--- src/rtl/cell_mem_arbiter_pkg.sv ---
// Shared types for the cell memory arbiter: phase encoding, FSM states, starve counter width.
package cell_arb_pkg;
  typedef enum logic {PHASE_FORCE = 1'b0, PHASE_MOTION = 1'b1} phase_t;
  typedef enum logic [1:0] {ST_FORCE = 2'd0, ST_DRAIN = 2'd1, ST_MOTION = 2'd2} arb_state_t;

  localparam int STARVE_W = 4;

  function automatic logic [15:0] sat_inc(input logic [15:0] v);
    return (v == 16'hFFFF) ? v : v + 16'd1;
  endfunction
endpackage

--- src/rtl/cell_mem_arbiter_if.sv ---
// Requester, phase and memory-side signals of the cell memory arbiter.
interface cell_mem_arbiter_if #(
  parameter int DATA_WIDTH = 96,
  parameter int ADDR_WIDTH = 8
);
  logic                  phase_req;
  logic                  phase_cur;
  logic                  phase_ack;
  logic                  rd_req;
  logic [ADDR_WIDTH-1:0] rd_addr;
  logic                  rd_gnt;
  logic                  rd_data_valid;
  logic [DATA_WIDTH-1:0] rd_data;
  logic                  wr_req;
  logic [ADDR_WIDTH-1:0] wr_addr;
  logic [DATA_WIDTH-1:0] wr_data;
  logic                  wr_gnt;
  logic [ADDR_WIDTH-1:0] mem_address;
  logic [DATA_WIDTH-1:0] mem_data;
  logic                  mem_rden;
  logic                  mem_wren;
  logic [DATA_WIDTH-1:0] mem_q;
  logic                  addr_err;

  modport master (
    output phase_req, rd_req, rd_addr, wr_req, wr_addr, wr_data, mem_q,
    input  phase_cur, phase_ack, rd_gnt, rd_data_valid, rd_data, wr_gnt,
           mem_address, mem_data, mem_rden, mem_wren, addr_err
  );

  modport slave (
    input  phase_req, rd_req, rd_addr, wr_req, wr_addr, wr_data, mem_q,
    output phase_cur, phase_ack, rd_gnt, rd_data_valid, rd_data, wr_gnt,
           mem_address, mem_data, mem_rden, mem_wren, addr_err
  );
endinterface

--- src/rtl/cell_mem_arbiter_rd_pipe.sv ---
// Read-return alignment: RD_LATENCY-deep valid/zero-force shift register matching mem_q timing.
module cell_arb_rd_pipe #(
  parameter int RD_LATENCY = 1
) (
  input  logic clk,
  input  logic rst,
  input  logic i_vld,
  input  logic i_zero,
  output logic o_vld,
  output logic o_zero,
  output logic o_busy
);
  logic [RD_LATENCY-1:0] r_vld;
  logic [RD_LATENCY-1:0] r_zero;

  always_ff @(posedge clk or posedge rst) begin
    if (rst) begin
      r_vld  <= '0;
      r_zero <= '0;
    end else begin
      r_vld[0]  <= i_vld;
      r_zero[0] <= i_zero;
      for (int i = 1; i < RD_LATENCY; i++) begin
        r_vld[i]  <= r_vld[i-1];
        r_zero[i] <= r_zero[i-1];
      end
    end
  end

  assign o_vld  = r_vld[RD_LATENCY-1];
  assign o_zero = r_zero[RD_LATENCY-1];
  assign o_busy = |r_vld;
endmodule

--- src/rtl/cell_mem_arbiter.sv ---
// Shares one single-port cell memory between force-fetch reads and motion writebacks, sequencing the
// FORCE/MOTION phase with drain. Optional grant/conflict statistics under CELL_ARB_STATS_EN.
module cell_mem_arbiter
  import cell_arb_pkg::*;
#(
  parameter int DATA_WIDTH   = 96,
  parameter int ADDR_WIDTH   = 8,
  parameter int PARTICLE_NUM = 220,
  parameter int RD_LATENCY   = 1,
  parameter int STARVE_LIMIT = 4
) (
  input  logic clk,
  input  logic rst,
  cell_mem_arbiter_if.slave bus
`ifdef CELL_ARB_STATS_EN
  ,
  output logic [15:0] stat_rd_cnt,
  output logic [15:0] stat_wr_cnt,
  output logic [15:0] stat_conflict_cnt
`endif
);
  localparam logic [STARVE_W-1:0] LIMIT = STARVE_W'(STARVE_LIMIT);

  arb_state_t            r_state;
  phase_t                r_phase_cur;
  logic                  r_phase_ack;
  logic [STARVE_W-1:0]   r_rd_starve, r_wr_starve;
  logic [ADDR_WIDTH-1:0] r_mem_address;
  logic [DATA_WIDTH-1:0] r_mem_data;
  logic                  r_mem_rden, r_mem_wren;
  logic                  r_rd_pend, r_rd_zero;
  logic                  r_addr_err;

  phase_t w_phase_req;
  logic   w_arb_en, w_both, w_rd_gnt, w_wr_gnt, w_rd_oor, w_wr_oor;
  logic   w_pipe_vld, w_pipe_zero, w_pipe_busy, w_busy;

  assign w_phase_req = phase_t'(bus.phase_req);
  assign w_arb_en    = !rst && (r_state != ST_DRAIN) && (w_phase_req == r_phase_cur);
  assign w_both      = bus.rd_req & bus.wr_req;
  assign w_rd_oor    = 32'(bus.rd_addr) >= 32'(PARTICLE_NUM);
  assign w_wr_oor    = 32'(bus.wr_addr) >= 32'(PARTICLE_NUM);
  // Out-of-range reads still occupy the return path so result order is preserved.
  assign w_busy      = w_pipe_busy | r_rd_pend | r_mem_wren;

  always_comb begin
    w_rd_gnt = 1'b0;
    w_wr_gnt = 1'b0;
    if (w_arb_en) begin
      if (w_both) begin
        if (r_state == ST_FORCE) begin
          if (r_wr_starve == LIMIT) w_wr_gnt = 1'b1;
          else                      w_rd_gnt = 1'b1;
        end else begin
          if (r_rd_starve == LIMIT) w_rd_gnt = 1'b1;
          else                      w_wr_gnt = 1'b1;
        end
      end else begin
        w_rd_gnt = bus.rd_req;
        w_wr_gnt = bus.wr_req;
      end
    end
  end

  always_ff @(posedge clk or posedge rst) begin
    if (rst) begin
      r_state       <= ST_FORCE;
      r_phase_cur   <= PHASE_FORCE;
      r_phase_ack   <= 1'b0;
      r_rd_starve   <= '0;
      r_wr_starve   <= '0;
      r_mem_address <= '0;
      r_mem_data    <= '0;
      r_mem_rden    <= 1'b0;
      r_mem_wren    <= 1'b0;
      r_rd_pend     <= 1'b0;
      r_rd_zero     <= 1'b0;
      r_addr_err    <= 1'b0;
    end else begin
      r_phase_ack <= 1'b0;
      case (r_state)
        ST_FORCE, ST_MOTION: begin
          if (w_phase_req != r_phase_cur) r_state <= ST_DRAIN;
        end
        ST_DRAIN: begin
          if (w_phase_req == r_phase_cur) begin
            r_state <= (r_phase_cur == PHASE_MOTION) ? ST_MOTION : ST_FORCE;
          end else if (!w_busy) begin
            r_phase_cur <= w_phase_req;
            r_state     <= (w_phase_req == PHASE_MOTION) ? ST_MOTION : ST_FORCE;
            r_phase_ack <= 1'b1;
          end
        end
        default: r_state <= ST_FORCE;
      endcase

      if (!bus.rd_req || w_rd_gnt)   r_rd_starve <= '0;
      else if (w_arb_en && w_both)   r_rd_starve <= r_rd_starve + 1'b1;
      if (!bus.wr_req || w_wr_gnt)   r_wr_starve <= '0;
      else if (w_arb_en && w_both)   r_wr_starve <= r_wr_starve + 1'b1;

      r_mem_rden <= w_rd_gnt && !w_rd_oor;
      r_mem_wren <= w_wr_gnt && !w_wr_oor;
      if (w_rd_gnt && !w_rd_oor) begin
        r_mem_address <= bus.rd_addr;
      end else if (w_wr_gnt && !w_wr_oor) begin
        r_mem_address <= bus.wr_addr;
        r_mem_data    <= bus.wr_data;
      end
      r_rd_pend <= w_rd_gnt;
      r_rd_zero <= w_rd_gnt && w_rd_oor;
      if ((w_rd_gnt && w_rd_oor) || (w_wr_gnt && w_wr_oor)) r_addr_err <= 1'b1;
    end
  end

  cell_arb_rd_pipe #(.RD_LATENCY(RD_LATENCY)) u_rd_pipe (
    .clk    (clk),
    .rst    (rst),
    .i_vld  (r_rd_pend),
    .i_zero (r_rd_zero),
    .o_vld  (w_pipe_vld),
    .o_zero (w_pipe_zero),
    .o_busy (w_pipe_busy)
  );

  assign bus.phase_cur     = r_phase_cur;
  assign bus.phase_ack     = r_phase_ack;
  assign bus.rd_gnt        = w_rd_gnt;
  assign bus.wr_gnt        = w_wr_gnt;
  assign bus.rd_data_valid = w_pipe_vld;
  assign bus.rd_data       = (w_pipe_vld && !w_pipe_zero) ? bus.mem_q : '0;
  assign bus.mem_address   = r_mem_address;
  assign bus.mem_data      = r_mem_data;
  assign bus.mem_rden      = r_mem_rden;
  assign bus.mem_wren      = r_mem_wren;
  assign bus.addr_err      = r_addr_err;

`ifdef CELL_ARB_STATS_EN
  always_ff @(posedge clk or posedge rst) begin
    if (rst) begin
      stat_rd_cnt       <= '0;
      stat_wr_cnt       <= '0;
      stat_conflict_cnt <= '0;
    end else begin
      if (w_rd_gnt)           stat_rd_cnt       <= sat_inc(stat_rd_cnt);
      if (w_wr_gnt)           stat_wr_cnt       <= sat_inc(stat_wr_cnt);
      if (w_arb_en && w_both) stat_conflict_cnt <= sat_inc(stat_conflict_cnt);
    end
  end
`endif
endmodule
--- src/flat_wrapper.sv ---
// flat-port wrapper written by rule: the top's interface ports become plain ports
module cell_mem_arbiter_flat import cell_arb_pkg::*;
#(
  parameter int DATA_WIDTH   = 96,
  parameter int ADDR_WIDTH   = 8,
  parameter int PARTICLE_NUM = 220,
  parameter int RD_LATENCY   = 1,
  parameter int STARVE_LIMIT = 4
)
  (clk, rst, bus_phase_req, bus_rd_req, bus_rd_addr, bus_wr_req, bus_wr_addr, bus_wr_data, bus_mem_q, bus_phase_cur, bus_phase_ack, bus_rd_gnt, bus_rd_data_valid, bus_rd_data, bus_wr_gnt, bus_mem_address, bus_mem_data, bus_mem_rden, bus_mem_wren, bus_addr_err);
  cell_mem_arbiter_if #(.DATA_WIDTH(DATA_WIDTH), .ADDR_WIDTH(ADDR_WIDTH)) bus_i ();
  input  logic clk;
  input  logic rst;
  input wire logic [$bits(bus_i.phase_req)-1:0] bus_phase_req;
  input wire logic [$bits(bus_i.rd_req)-1:0] bus_rd_req;
  input wire logic [$bits(bus_i.rd_addr)-1:0] bus_rd_addr;
  input wire logic [$bits(bus_i.wr_req)-1:0] bus_wr_req;
  input wire logic [$bits(bus_i.wr_addr)-1:0] bus_wr_addr;
  input wire logic [$bits(bus_i.wr_data)-1:0] bus_wr_data;
  input wire logic [$bits(bus_i.mem_q)-1:0] bus_mem_q;
  output wire logic [$bits(bus_i.phase_cur)-1:0] bus_phase_cur;
  output wire logic [$bits(bus_i.phase_ack)-1:0] bus_phase_ack;
  output wire logic [$bits(bus_i.rd_gnt)-1:0] bus_rd_gnt;
  output wire logic [$bits(bus_i.rd_data_valid)-1:0] bus_rd_data_valid;
  output wire logic [$bits(bus_i.rd_data)-1:0] bus_rd_data;
  output wire logic [$bits(bus_i.wr_gnt)-1:0] bus_wr_gnt;
  output wire logic [$bits(bus_i.mem_address)-1:0] bus_mem_address;
  output wire logic [$bits(bus_i.mem_data)-1:0] bus_mem_data;
  output wire logic [$bits(bus_i.mem_rden)-1:0] bus_mem_rden;
  output wire logic [$bits(bus_i.mem_wren)-1:0] bus_mem_wren;
  output wire logic [$bits(bus_i.addr_err)-1:0] bus_addr_err;
  assign bus_i.phase_req = bus_phase_req;
  assign bus_i.rd_req = bus_rd_req;
  assign bus_i.rd_addr = bus_rd_addr;
  assign bus_i.wr_req = bus_wr_req;
  assign bus_i.wr_addr = bus_wr_addr;
  assign bus_i.wr_data = bus_wr_data;
  assign bus_i.mem_q = bus_mem_q;
  assign bus_phase_cur = bus_i.phase_cur;
  assign bus_phase_ack = bus_i.phase_ack;
  assign bus_rd_gnt = bus_i.rd_gnt;
  assign bus_rd_data_valid = bus_i.rd_data_valid;
  assign bus_rd_data = bus_i.rd_data;
  assign bus_wr_gnt = bus_i.wr_gnt;
  assign bus_mem_address = bus_i.mem_address;
  assign bus_mem_data = bus_i.mem_data;
  assign bus_mem_rden = bus_i.mem_rden;
  assign bus_mem_wren = bus_i.mem_wren;
  assign bus_addr_err = bus_i.addr_err;
  cell_mem_arbiter #(.DATA_WIDTH(DATA_WIDTH), .ADDR_WIDTH(ADDR_WIDTH), .PARTICLE_NUM(PARTICLE_NUM), .RD_LATENCY(RD_LATENCY), .STARVE_LIMIT(STARVE_LIMIT)) u_core (.clk(clk), .rst(rst), .bus(bus_i));
endmodule
--- config.mk ---
export PLATFORM = sky130hd
export DESIGN_NAME = cell_mem_arbiter_flat
export DESIGN_NICKNAME = d
export VERILOG_FILES = /design/src/rtl/cell_mem_arbiter_pkg.sv /design/src/rtl/cell_mem_arbiter_if.sv /design/src/rtl/cell_mem_arbiter_rd_pipe.sv /design/src/rtl/cell_mem_arbiter.sv /design/src/flat_wrapper.sv
export SDC_FILE = /design/constraint.sdc
export NUM_CORES = 1
export LEC_CHECK = 0
export BUFFER_PORTS_ARGS = -buffer_cell sky130_fd_sc_hd__buf_2
export CORE_AREA = 10 10 153 155
export CTS_CLUSTER_SIZE = 28
export DETAILED_ROUTE_END_ITERATION = 10
export DIE_AREA = 0 0 163 165
export PLACE_DENSITY = 0.65
export SLEW_MARGIN = 15
export SYNTH_ARGS = -nofsm -noshare
export SYNTH_HDL_FRONTEND = slang
export SYNTH_SLANG_ARGS = --single-unit
--- constraint.sdc ---
create_clock -name clk -period 5.1 [get_ports clk]
set_input_delay 0.255 -clock clk [delete_from_list [all_inputs] [get_ports clk]]
set_output_delay 0.255 -clock clk [all_outputs]
set_load 0.005 [all_outputs]
**Word level (Yosys, flattened, before mapping)**

Cells that the tools add are included.
Widths: inputs -> output; s select.

- Output and inout port bits: 208
- Input port bits: 213
- Register bits after elaboration: 123

- Equal/unequal tests: 9
- Muxes and demuxes: 26
- Bitwise logic cells: 6
- Order comparisons: 2
- Add/sub/neg operators: 2
- Reduce and logical (&&, ||, !) cells: 25

Operator list:

| cell | number |
|---|---|
| $mux 96 | 1 |
| $ge 8x8->1 const B | 2 |
| $mux 4 | 4 |
| $mux 8 | 2 |
| $mux 1 | 13 |
| $mux 2 | 5 |
| $add 4x1->4 const B | 2 |
| $eq 4x3->1 const B | 2 |
| $logic_and 1x1->1 | 8 |
| $logic_not 1->1 | 6 |
| $reduce_bool 2->1 | 3 |
| $ne 2x1->1 const B | 2 |
| $pmux 2 s2 | 1 |
| $reduce_and 2->1 | 2 |
| $logic_or 1x1->1 | 3 |
| $ne 3x3->1 const B | 1 |
| $not 1->1 | 3 |
| $reduce_and 3->1 | 1 |
| $eq 2x1->1 const B | 1 |
| $eq 2x2->1 const B | 1 |
| $logic_not 2->1 | 1 |
| $or 1x1->1 | 2 |
| $reduce_or 2->1 | 1 |
| $and 1x1->1 | 1 |
| 2 further kinds | 2 |

**Logic depth before layout (Yosys ltp)**

Gate-level depths: netlist (run 1).

- Depth after elaboration: 8
- Gate-level depth with buffers: 9
- Depth with buffers taken out: 6

**By module**

A second synthesis (run 1) with hierarchy kept.

- Cells, all modules: 453
- Area, all modules: 5652.9 sq um

By module, submodules not included:

| module | area an instance (sq um) | cells an instance | times used |
|---|---|---|---|
| cell_mem_arbiter | 5591.6 | 449 | 1 |
| cell_arb_rd_pipe | 61.3 | 4 | 1 |

**Worst setup path after synthesis (run 1)**

No wires, ideal clock.

- Path type: register to register
- Start: register u_core.r_phase_cur (netlist: u_core.bus.phase_cur)
- End: register u_core.r_mem_data[36] (netlist: u_core.bus.mem_data[36])
- Period minus slack after synthesis: 2493 ps
- Cell stages (with the launch flop): 10
- Arrival time: 2368 ps
- Slack: 2607 ps
- Library setup time: 125 ps
- Path buffers: 3
- Cell sequence: dfrtp_1 inv_1 ha_1 or2b_1 a2111oi_4 and2_1 buf_4 buf_12 buf_12 mux2_4

- Word-level cells in the longest chain between the ends: 6
- Elaborated cells on any way between the ends: 8
- Those cells by class: 1 x eq/ne; 2 x mux; 1 x bitwise; 4 x reduce/logical

RTL lines:

| item | RTL line | source |
|---|---|---|
| start: declaration | cell_mem_arbiter.sv:25 | `phase_t r_phase_cur;` |
| start signal: assignment | cell_mem_arbiter.sv:89 | `r_phase_cur <= w_phase_req;` |
| $eq 1x1->1 * | cell_mem_arbiter.sv:39 | `assign w_arb_en = !rst && (r_state != ST_DRAIN) && (w_phase_req == r_phase_cur);` |
| $logic_and 1x1->1 * | cell_mem_arbiter.sv:39 |  |
| $mux 1 | cell_mem_arbiter.sv:49 | `if (w_arb_en) begin` |
| $logic_and 1x1->1 | cell_mem_arbiter.sv:104 | `if (w_rd_gnt && !w_rd_oor) begin` |
| $not 1->1 (no source line) | n/a |  |
| $reduce_and 2->1 (no source line) * | n/a |  |
| end signal: assignment | cell_mem_arbiter.sv:108 | `r_mem_data <= bus.wr_data;` |
| end: declaration | cell_mem_arbiter.sv:29 | `logic [DATA_WIDTH-1:0] r_mem_data;` |

Every way passes the cells marked *; elsewhere a longest branch is shown, timed or not.
A chain may end at the register's enable or synchronous reset.

**Worst setup path after layout (run 1)**

- Start: register u_core.r_phase_cur (netlist: u_core.bus.phase_cur)
- End: register u_core.r_mem_data[8] (netlist: u_core.bus.mem_data[8])

Same word-level chain as after synthesis.

==> results.cfg, run 1 <==
[cts]
postCtsSetupRepairBufs = 0
cts.clk_slew.worst_paths_ps = 60
cts_hold_buf = 0
cts_sinks = 123
cts-resized-gates = 0
h-tree-depth = 4
root_buffer = clkbuf_16
cts_buffer_depth = 2
numCtsBuffers = 17
cts_tree = done
clk_latency_ps = 410

[power]
p_per_area_nw_per_um2 = 514.4
p_total_mw = 4.479
ir_worst_vdd_mv = 0.3126
p_leak_nw = 4.689

[status]
status = complete, no violations

[global_route]
gr-total-overflow = 0
first_global_vias = 5467
grt_first_pass_wirelength_um = 36710
antenna_found_initial = 3
grt_max_degree = 63
grt_use_total_pct = 18.41

[critical_path]
worst-path-buf-inv = 2
worstPathCellList = inv_1 > ha_1 > or2b_1 > a2111oi_4 > and2_4 > buf_12 > mux2_2
max_stage_delay_ps = 720
cp.required_ps = 5390
path_class = register to register
start_kind = register
crit_slowest_cell = and2_4
cp_data_arrival_time_ps = 3620
end_kind = register
path_max_fanout = 54
cp_top_family = simple AND/OR/NAND/NOR gates

[timing]
max_slew_margin_pct = 43.52
finalHoldViolations = 0
layout_setup_ws_ps = 1771
fin_worst_skew_ps = 9.472
period_share_pct = 65.27
rsz0062_at_grt = no
setup_tns_ps = 0
holdWs_ps = 15.47
worst_pin_slew_ps = 847.3
period_needed_ps = 3329
slew_violations = 0
fmax_ghz = 0.3004
setup_viol = 0

[synthesis]
yosys_warnings = 0
synth_top_area_share_pct = 52.67
syn_inst = 453
yosysSeqAreaShare_pct = 52.67
syn_area_per_cell_um2 = 12.90
yosys.area.top_type = dfrtp_1
synth.net_count = 672
synth_area_leaders = dfrtp_1 (53%), mux2_2 (11%), and2_1 (10%)
synth.distinct_cells = 41
synth_edf_count = 0
syn_area_um2 = 5844
synthFlopType = dfrtp_1
async_flop_share_pct = 100.0
synth_seq_cells = 123

[final_layout]
fill_cells = 1997
num-nets-final = 1088
fin_util_pct = 43.18
drive_above_1_share_pct = 63.56
final-instance-count-excl-fill = 1152
syn_to_final_growth_pct = 49.00
finalInstanceArea_um2 = 8708

[drt]
drc = 0
via_count = 5159
wl_um = 26160
detail-route-antenna-nets = 0
drtIter0Drc = 275
drt_first_pass_iters = 4
wl_per_cell_um = 22.71
viasPerCell = 4.478

[place]
dpl-instance-area_um2 = 8123
port_buffers = 420
place_inst = 1120
gp_congestion = 0.9923
place_ws_ps = 1786
dpl.hpwl_um = 21800

[floorplanning]
die_x_um = 163
initial_core_util_pct = 28.98
dieHeight_um = 165
core_um2 = 20170
row_count = 52
die_area_um2 = 26900
ioPinCount = 421

[flow_run]
maxCapViolCount = 0

[worst_hold_path]
hold_path.class = input port to async pin
state kept, by name, summed over array words and instances (netlist names):
signal and cells:
u_core.bus.addr_err 1, u_core.bus.mem_address 8, u_core.bus.mem_data 96, u_core.bus.mem_rden 1
u_core.bus.mem_wren 1, u_core.bus.phase_ack 1, u_core.bus.phase_cur 1, u_core.r_rd_pend 1
u_core.r_rd_starve 4, u_core.r_rd_zero 1, u_core.r_state 2, u_core.r_wr_starve 4
u_core.u_rd_pipe.o_busy 1, u_core.u_rd_pipe.o_zero 1
cells in the mapped netlist, drive strengths merged, types with 3 or more instances:
library cell and instances:
a21oi 4, a31o 4, and2 98, buf 13, clkbuf 13, dfrtp 123, ha 6, inv 21
mux2 96, nand2 3, nand3 12, nand4 9, nor2 6, o21ai 7, o311ai 8, or3 3
layer usage:
layer  vias up  share of wire (%)  track usage [%]
met1      2478                 39            20.42
met4         4                3.1            7.131
met2       270                 48            30.19
met5         -               0.10                0
li1       2380                  -                -
met3        27                 10            8.588
power breakdown:
| group | leakage, nW | switching [mW] | internal [mW] |
|---|---|---|---|
| logic | 2.91 | 0.704 | 0.908 |
| registers | 1.51 | 0.256 | 1.42 |
| clock network | 0.275 | 0.461 | 0.733 |
| total | 4.69 | 1.42 | 3.06 |
worst register-to-register path: stages, from the launching register on:
cell and delay, ps:
dfrtp_1 370, inv_1 60, ha_1 360, or2b_1 320
a2111oi_4 520, and2_4 720, buf_12 450, mux2_2 420
kinds of logic after synthesis:
family          after synthesis  share of synthesized area, %
compound gates               30                         4.004
fa+ha+maj                     6                         1.284
buf+inv                      47                         4.924
simple gates                147                         15.41
xor+xnor                      2                        0.2998
mux                          98                         21.41
flops                       123                         52.67
cell usage in the layout, fill, tap and decap left out, types with 2 or more instances in the layout:
cell        netlist  final
a21oi_1           4      4
a31o_2            4      4
mux2i_1           2      2
xnor2_1           2      2
nor2_1            6      6
mux2_4           40     40
and2_1           98     97
buf_2             0    420
o21a_1            2      2
o21ai_0           7      7
nand4_1           9      9
inv_1            21     20
clkbuf_16         0     17
buf_4             6      2
nand3_1          12     12
clkinvlp_4        0      4
nand2_1           3      3
o311ai_0          8      8
dfrtp_1         123    123
or3_1             3      3
clkinv_2          0      2
clkinv_4          0      2
nand3b_1          2      2
nand2b_1          2      2
ha_1              6      6
nor3b_1           2      2
mux2_2           55     55
inv_6             0      3
bufinv_16         0      2
path summary, 6_finish.rpt:
| check | startpoint | to | slack [ps] | cells past startpoint |
|---|---|---|---|---|
| max | u_core.bus.phase_cur | u_core.bus.mem_data[8] | 1770 | 7 |
| min | rst | u_core.r_rd_starve[3] | 20 | 2 |
| max reg2reg | u_core.bus.phase_cur | u_core.bus.mem_data[8] | 1770 | 7 |
| min reg2reg | u_core.r_rd_zero | u_core.u_rd_pipe.o_zero | 350 | 0 |
| max in group asynchronous | rst | u_core.bus.mem_data[58] | 3790 | 3 |
| min in group clk | bus_wr_data[37] | u_core.bus.mem_data[37] | 70 | 2 |
cell type report:
class	count	area (µm²)	area share [%]
Clock inverter	13	143.9	1.652
Antenna cell	1	2.502	0.02874
Clock buffer	18	439.2	5.043
Multi-Input combinational cell	283	2489	28.58
Tap cell	270	337.8	3.879
Timing Repair Buffer	423	2137	24.54
Sequential cell	123	3078	35.34
Inverter	21	81.33	0.9339
Note: power is estimated with default switching activity, not from simulation.
==> run 2: changes to the inputs <==
--- a/config.mk
+++ b/config.mk
@@ -6,11 +6,11 @@
 export NUM_CORES = 1
 export LEC_CHECK = 0
 export BUFFER_PORTS_ARGS = -buffer_cell sky130_fd_sc_hd__buf_2
-export CORE_AREA = 10 10 153 155
+export CORE_AREA = 10 10 154 156
 export CTS_CLUSTER_SIZE = 28
 export DETAILED_ROUTE_END_ITERATION = 10
-export DIE_AREA = 0 0 163 165
-export PLACE_DENSITY = 0.65
+export DIE_AREA = 0 0 164 166
+export PLACE_DENSITY = 0.64
 export SLEW_MARGIN = 15
 export SYNTH_ARGS = -nofsm -noshare
 export SYNTH_HDL_FRONTEND = slang
==> constraint.sdc (replaced) <==
create_clock -name clk -period 3.1 [get_ports clk]
set_input_delay 0.155 -clock clk [delete_from_list [all_inputs] [get_ports clk]]
set_output_delay 0.155 -clock clk [all_outputs]
set_load 0.005 [all_outputs]
==> run 2 against run 1 <==
Against the previous run:
- combinational power grew 75%
- final area grew 12%
- critical path depth rose by 1
- sequential share of layout area shrank 3.9 points
- hold slack got worse by 0.66 ps
- power grew 68%
- routed wire length increased by 9.7%
- final cell count increased by 9.9%
- clock skew grew 2.8 ps
- die area grew 1.2%
- clock power rose by 62%
- non-clock buffer count increased by 104
- critical endpoint is now u_core.bus.mem_data[31]
- largest cell class is now non-clock buffers
==> results.cfg, run 2 (same netlist as run 1, synthesis figures left out) <==
[status]
status = complete, no violations

[place]
place_ws_ps = 514.2
dpl.hpwl_um = 22940
gp_congestion = 0.9446
dpl-instance-area_um2 = 8220
port_buffers = 420

[drt]
met1_length_um = 9771
drc = 0
drt_first_pass_iters = 4
detail-route-antenna-nets = 0
wl_per_cell_um = 22.67
drtIter0Drc = 340
viasPerCell = 4.434
wl_um = 28700
wl_met2_um = 14200
via_count = 5614
top_layer = met5
met3_length_um = 3725

[critical_path]
start_kind = input port
max_stage_delay_ps = 540
end_kind = register
crit_start = bus_phase_req
r2r_start = u_core.bus.phase_cur
cp_data_arrival_time_ps = 2890
path_class = input port to register
cp.required_ps = 3390
path_max_fanout = 33
worstPathCellList = dlygate4sd3_1 > buf_2 > ha_1 > or2b_1 > a2111oi_4 > and2_4 > buf_12 > mux2_2
crit_slowest_cell = dlygate4sd3_1

[global_route]
grt_use_total_pct = 20.19
grt_max_degree = 79
first_global_vias = 6146
antenna_found_initial = 9
gr-total-overflow = 0
grt_first_pass_wirelength_um = 40920

[cts]
cts_tree = done
cts.clk_slew.worst_paths_ps = 60
numCtsBuffers = 17
cts_sinks = 123
clk_latency_ps = 410
cts_buffer_depth = 2
h-tree-depth = 4
root_buffer = clkbuf_16
postCtsSetupRepairBufs = 0

[timing]
worst_pin_slew_ps = 560.3
slew_violations = 0
rsz0062_at_grt = no
setup_viol = 0
max_slew_margin_pct = 62.64
setup_tns_ps = 0
finalHoldViolations = 0
period_needed_ps = 2602
fin_worst_skew_ps = 12.23
fmax_ghz = 0.3843
period_share_pct = 83.94
layout_setup_ws_ps = 497.7

[worst_hold_path]
hp-start = bus_wr_addr[7]
hold_path.class = input port to register

[floorplanning]
initial_core_util_pct = 28.25
die_x_um = 164
dieHeight_um = 166
die_area_um2 = 27220
core_um2 = 20690
row_count = 53
ioPinCount = 421

[final_layout]
drive_above_1_share_pct = 57.46
finalInstanceArea_um2 = 9781
fin_util_pct = 47.27
final_common_cell = buf_2
num-nets-final = 1192
largest_reg_flops = 96
syn_to_final_growth_pct = 67.35
fill_cells = 1915
final_cell_mix = buf_2 (420), dfrtp_1 (123), and2_1 (97), dlygate4sd3_1 (97), mux2_2 (55)

[power]
p_leak_nw = 5.133
p_total_mw = 7.510
ir_worst_vdd_mv = 0.4092
p_per_area_nw_per_um2 = 767.8

[flow_run]
maxCapViolCount = 0
-- run 2: power breakdown --
group / internal (mW) / switching (mW)
registers: 2.33 / 0.423
clock network: 1.18 / 0.750
logic: 1.60 / 1.22
-- run 2: repair_timing --
item	in CTS	in global routing
hold buffers	97	0
resized for setup	0	0
hold endpoints to repair	117	0
-- run 2: worst paths after layout --
check | to | depth (start not counted) | slack (ps)
min in group asynchronous | u_core.r_state[0] | 3 | 370
max in group asynchronous | u_core.bus.mem_data[91] | 4 | 1850
worst min register to register | u_core.u_rd_pipe.o_zero | 0 | 360
worst max register to register | u_core.bus.mem_data[31] | 7 | 510
worst min-delay path | u_core.bus.mem_address[7] | 3 | 10
worst max-delay path | u_core.bus.mem_data[31] | 8 | 500
-- run 2: cell type report --
| type | instances | area, µm² | share of cell area, % |
|---|---|---|---|
| tap | 275 | 344.1 | 3.518 |
| sequential | 123 | 3078 | 31.47 |
| clock inverter | 13 | 145.1 | 1.484 |
| timing repair buffer | 527 | 3198 | 32.70 |
| clock buffer | 18 | 429.2 | 4.388 |
| multi-input combinational | 283 | 2489 | 25.44 |
| inverter | 21 | 82.58 | 0.8443 |
| antenna | 6 | 15.01 | 0.1535 |
-- run 2: stage by stage --
step / std cells / hold slack [ps]
floorplan: 453 / 271.8
global placement: 1132 / 262.5
detailed placement: 1132 / 256.2
CTS: 1260 / 0.8702
global route: 1264 / 3.304
finish: 1266 / 14.80
-- run 2: metal layers --
metal  GRT usage, %  vias up
met4          7.928        4
li1               -     2596
met5              0        -
met2          34.24      287
met1          19.46     2683
met3          12.20       44
-- run 2: worst max-delay path: cells and delay by family --
| family | cells | cell delay, ps |
|---|---|---|
| AOI/OAI and AO/OA | 1 | 320 |
| muxes | 1 | 370 |
| buffers and inverters | 3 | 950 |
| adders and majority gates | 1 | 350 |
| and+or+nand+nor | 2 | 700 |
==> run 3: changes to the inputs <==
--- a/config.mk
+++ b/config.mk
@@ -5,12 +5,13 @@
 export SDC_FILE = /design/constraint.sdc
 export NUM_CORES = 1
 export LEC_CHECK = 0
+export ABC_AREA = 1
 export BUFFER_PORTS_ARGS = -buffer_cell sky130_fd_sc_hd__buf_2
-export CORE_AREA = 10 10 154 156
+export CORE_AREA = 10 10 156 158
 export CTS_CLUSTER_SIZE = 28
 export DETAILED_ROUTE_END_ITERATION = 10
-export DIE_AREA = 0 0 164 166
-export PLACE_DENSITY = 0.64
+export DIE_AREA = 0 0 166 168
+export PLACE_DENSITY = 0.65
 export SLEW_MARGIN = 15
 export SYNTH_ARGS = -nofsm -noshare
 export SYNTH_HDL_FRONTEND = slang
==> constraint.sdc (replaced) <==
create_clock -name clk -period 2.2 [get_ports clk]
set_input_delay 0.11 -clock clk [delete_from_list [all_inputs] [get_ports clk]]
set_output_delay 0.11 -clock clk [all_outputs]
set_load 0.005 [all_outputs]
==> run 3 against run 2 <==
Against the previous run:
- sequential power up 36%
- global-route usage up 0.80 points
- hold slack about the same
- final area up 1.4%
- routed wire length up 6.9%
- utilization down 0.95 points
- setup slack worse by 330 ps
- critical endpoint is now bus_wr_gnt
- highest routed layer is now met4
==> results.cfg, run 3 <==
[drt]
drc = 0
viasPerCell = 4.312
wl_per_cell_um = 19.29
wl_um = 30670
drt_first_pass_iters = 5
detail-route-antenna-nets = 0
via_count = 6856
drtIter0Drc = 352

[power]
ir_worst_vdd_mv = 0.5419
p_total_mw = 10.24
p_per_area_nw_per_um2 = 1032
p_leak_nw = 6.123

[global_route]
grt_max_degree = 70
gr-total-overflow = 0
grt_use_total_pct = 20.99
grt_first_pass_wirelength_um = 44870
first_global_vias = 7070
antenna_found_initial = 2

[place]
port_buffers = 420
dpl-instance-area_um2 = 8193
dpl.hpwl_um = 24310
gp_congestion = 0.9305

[synthesis]
syn_area_per_cell_um2 = 7.519
synth_compound_area_share_pct = 0.8028
synth_seq_cells = 123
synth_edf_count = 0
yosys.area.top_type = dfrtp_1
syn_area_um2 = 5767
synthFlopType = dfrtp_1
yosysSeqAreaShare_pct = 53.37
synth_top_family_by_area = simple AND/OR/NAND/NOR gates
synth.area.mux_share_pct = 0
synth_fa_ha_area_share_pct = 1.302
synth.distinct_cells = 27
synth_top_area_share_pct = 53.37
yosys-top-cells-count = nand2_1 (314), dfrtp_1 (123), inv_1 (115)
yosys_warnings = 0
synth.most_common_cell = nand2_1
synth-simple-area-share_pct = 32.94
synth.net_count = 986
synth_area_leaders = dfrtp_1 (53%), nand2_1 (20%), inv_1 (7.5%)
synth-xor-area-share_pct = 0.4556
syn_inst = 767
async_flop_share_pct = 100.0

[critical_path]
path_max_fanout = 6
crit_start = u_core.bus.phase_cur
path_class = register to output port
end_kind = output port
r2r_start = u_core.bus.phase_cur
cp_data_arrival_time_ps = 1920
start_kind = register
cp.required_ps = 2090

[worst_hold_path]
hold_path.class = input port to register
hp-start = bus_wr_addr[2]

[timing]
period_share_pct = 92.40
slew_violations = 0
finalHoldViolations = 0
max_slew_margin_pct = 68.88
setup_tns_ps = 0
rsz0062_at_grt = no
period_needed_ps = 2033
fmax_ghz = 0.4919
setup_viol = 0
fin_worst_skew_ps = 11.46
worst_pin_slew_ps = 465.9

[floorplanning]
row_count = 54
ioPinCount = 421
dieHeight_um = 168
die_area_um2 = 27890
initial_core_util_pct = 26.92
die_x_um = 166
core_um2 = 21420

[cts]
h-tree-depth = 4
cts.clk_slew.worst_paths_ps = 60
cts_sinks = 123
clk_latency_ps = 410
cts_buffer_depth = 2
root_buffer = clkbuf_16
numCtsBuffers = 17
cts_tree = done

[status]
status = complete, no violations

[final_layout]
largest_reg_flops = 96
finalInstanceArea_um2 = 9922
num-nets-final = 1514
final_common_cell = buf_2
syn_to_final_growth_pct = 72.05
final_cell_mix = buf_2 (420), nand2_1 (313), dfrtp_1 (123), inv_1 (114), nor2_1 (109)
drive_above_1_share_pct = 36.70

[flow_run]
maxCapViolCount = 0
## run 3: layout make-up
cell class                 instances  area (µm²)
antenna                            2       5.005
clock buffer                      18       439.2
clock inverter                    14       163.9
fill                            2107       11500
inverter                         119       450.4
multi-input combinational        492        2072
sequential                       123        3078
tap                              280       350.3
timing repair buffer             542        3363
## run 3: power breakdown
| part | leakage (nW) | switching [mW] | total (mW) | internal (mW) |
|---|---|---|---|---|
| combinational | 4.28 | 2.04 | 3.66 | 1.62 |
| clock | 0.291 | 1.11 | 2.83 | 1.73 |
| sequential | 1.55 | 0.541 | 3.74 | 3.20 |
| total | 6.12 | 3.69 | 10.2 | 6.55 |
## run 3: routing by layer
metal	global-route usage (%)	share of wire (%)	up-vias	routed length (µm)
met5	0	0	-	0
met4	9.399	3.9	0	1181
met3	6.310	7.0	40	2150
met2	39.83	55	309	16770
met1	20.51	34	3192	10570
li1	-	-	3315	-
## run 3: worst paths after layout
check,endpoint,slack (ps),depth (start not counted)
max in group asynchronous,u_core.bus.mem_data[55],1240,4
setup / recovery,bus_wr_gnt,170,9
setup reg to reg,u_core.bus.mem_data[82],250,11
hold reg to reg,u_core.u_rd_pipe.o_zero,360,0
min in group asynchronous,u_core.bus.mem_data[73],300,3
hold / removal,u_core.bus.mem_address[2],10,3
## run 3: cell families after synthesis
group           Yosys count
buf+inv                 152
fa+ha+maj                 6
xor+xnor                  3
compound gates            8
flops                   123
simple gates            475
## run 3: metrics by stage
step	hold slack (ps)	utilization [%]	instances	setup slack (ps)
CTS	2.687	46.12	1585	99.33
finish	14.38	46.33	1590	167.2
global placement	178.7	38.25	1445	303.1
floorplan	219.6	-	767	452.2
global route	28.37	46.33	1590	32.88
detailed placement	176.4	38.25	1445	261.2
## run 3: timing repair
item / 4_1_cts / 5_1_grt
setup endpoints to repair: 0 / 2
gates resized for setup: 0 / 2
hold buffers: 108 / 0
hold endpoints to repair: 118 / 0
setup buffers: 0 / 3
## run 3: worst max-delay path, stage by stage (launching register included)
cell,delay (ps)
dfrtp_1,360
inv_1,80
ha_4,280
inv_2,40
nor2_1,110
nand2_2,110
nor2_4,210
nand2_1,130
inv_1,80
buf_2,110
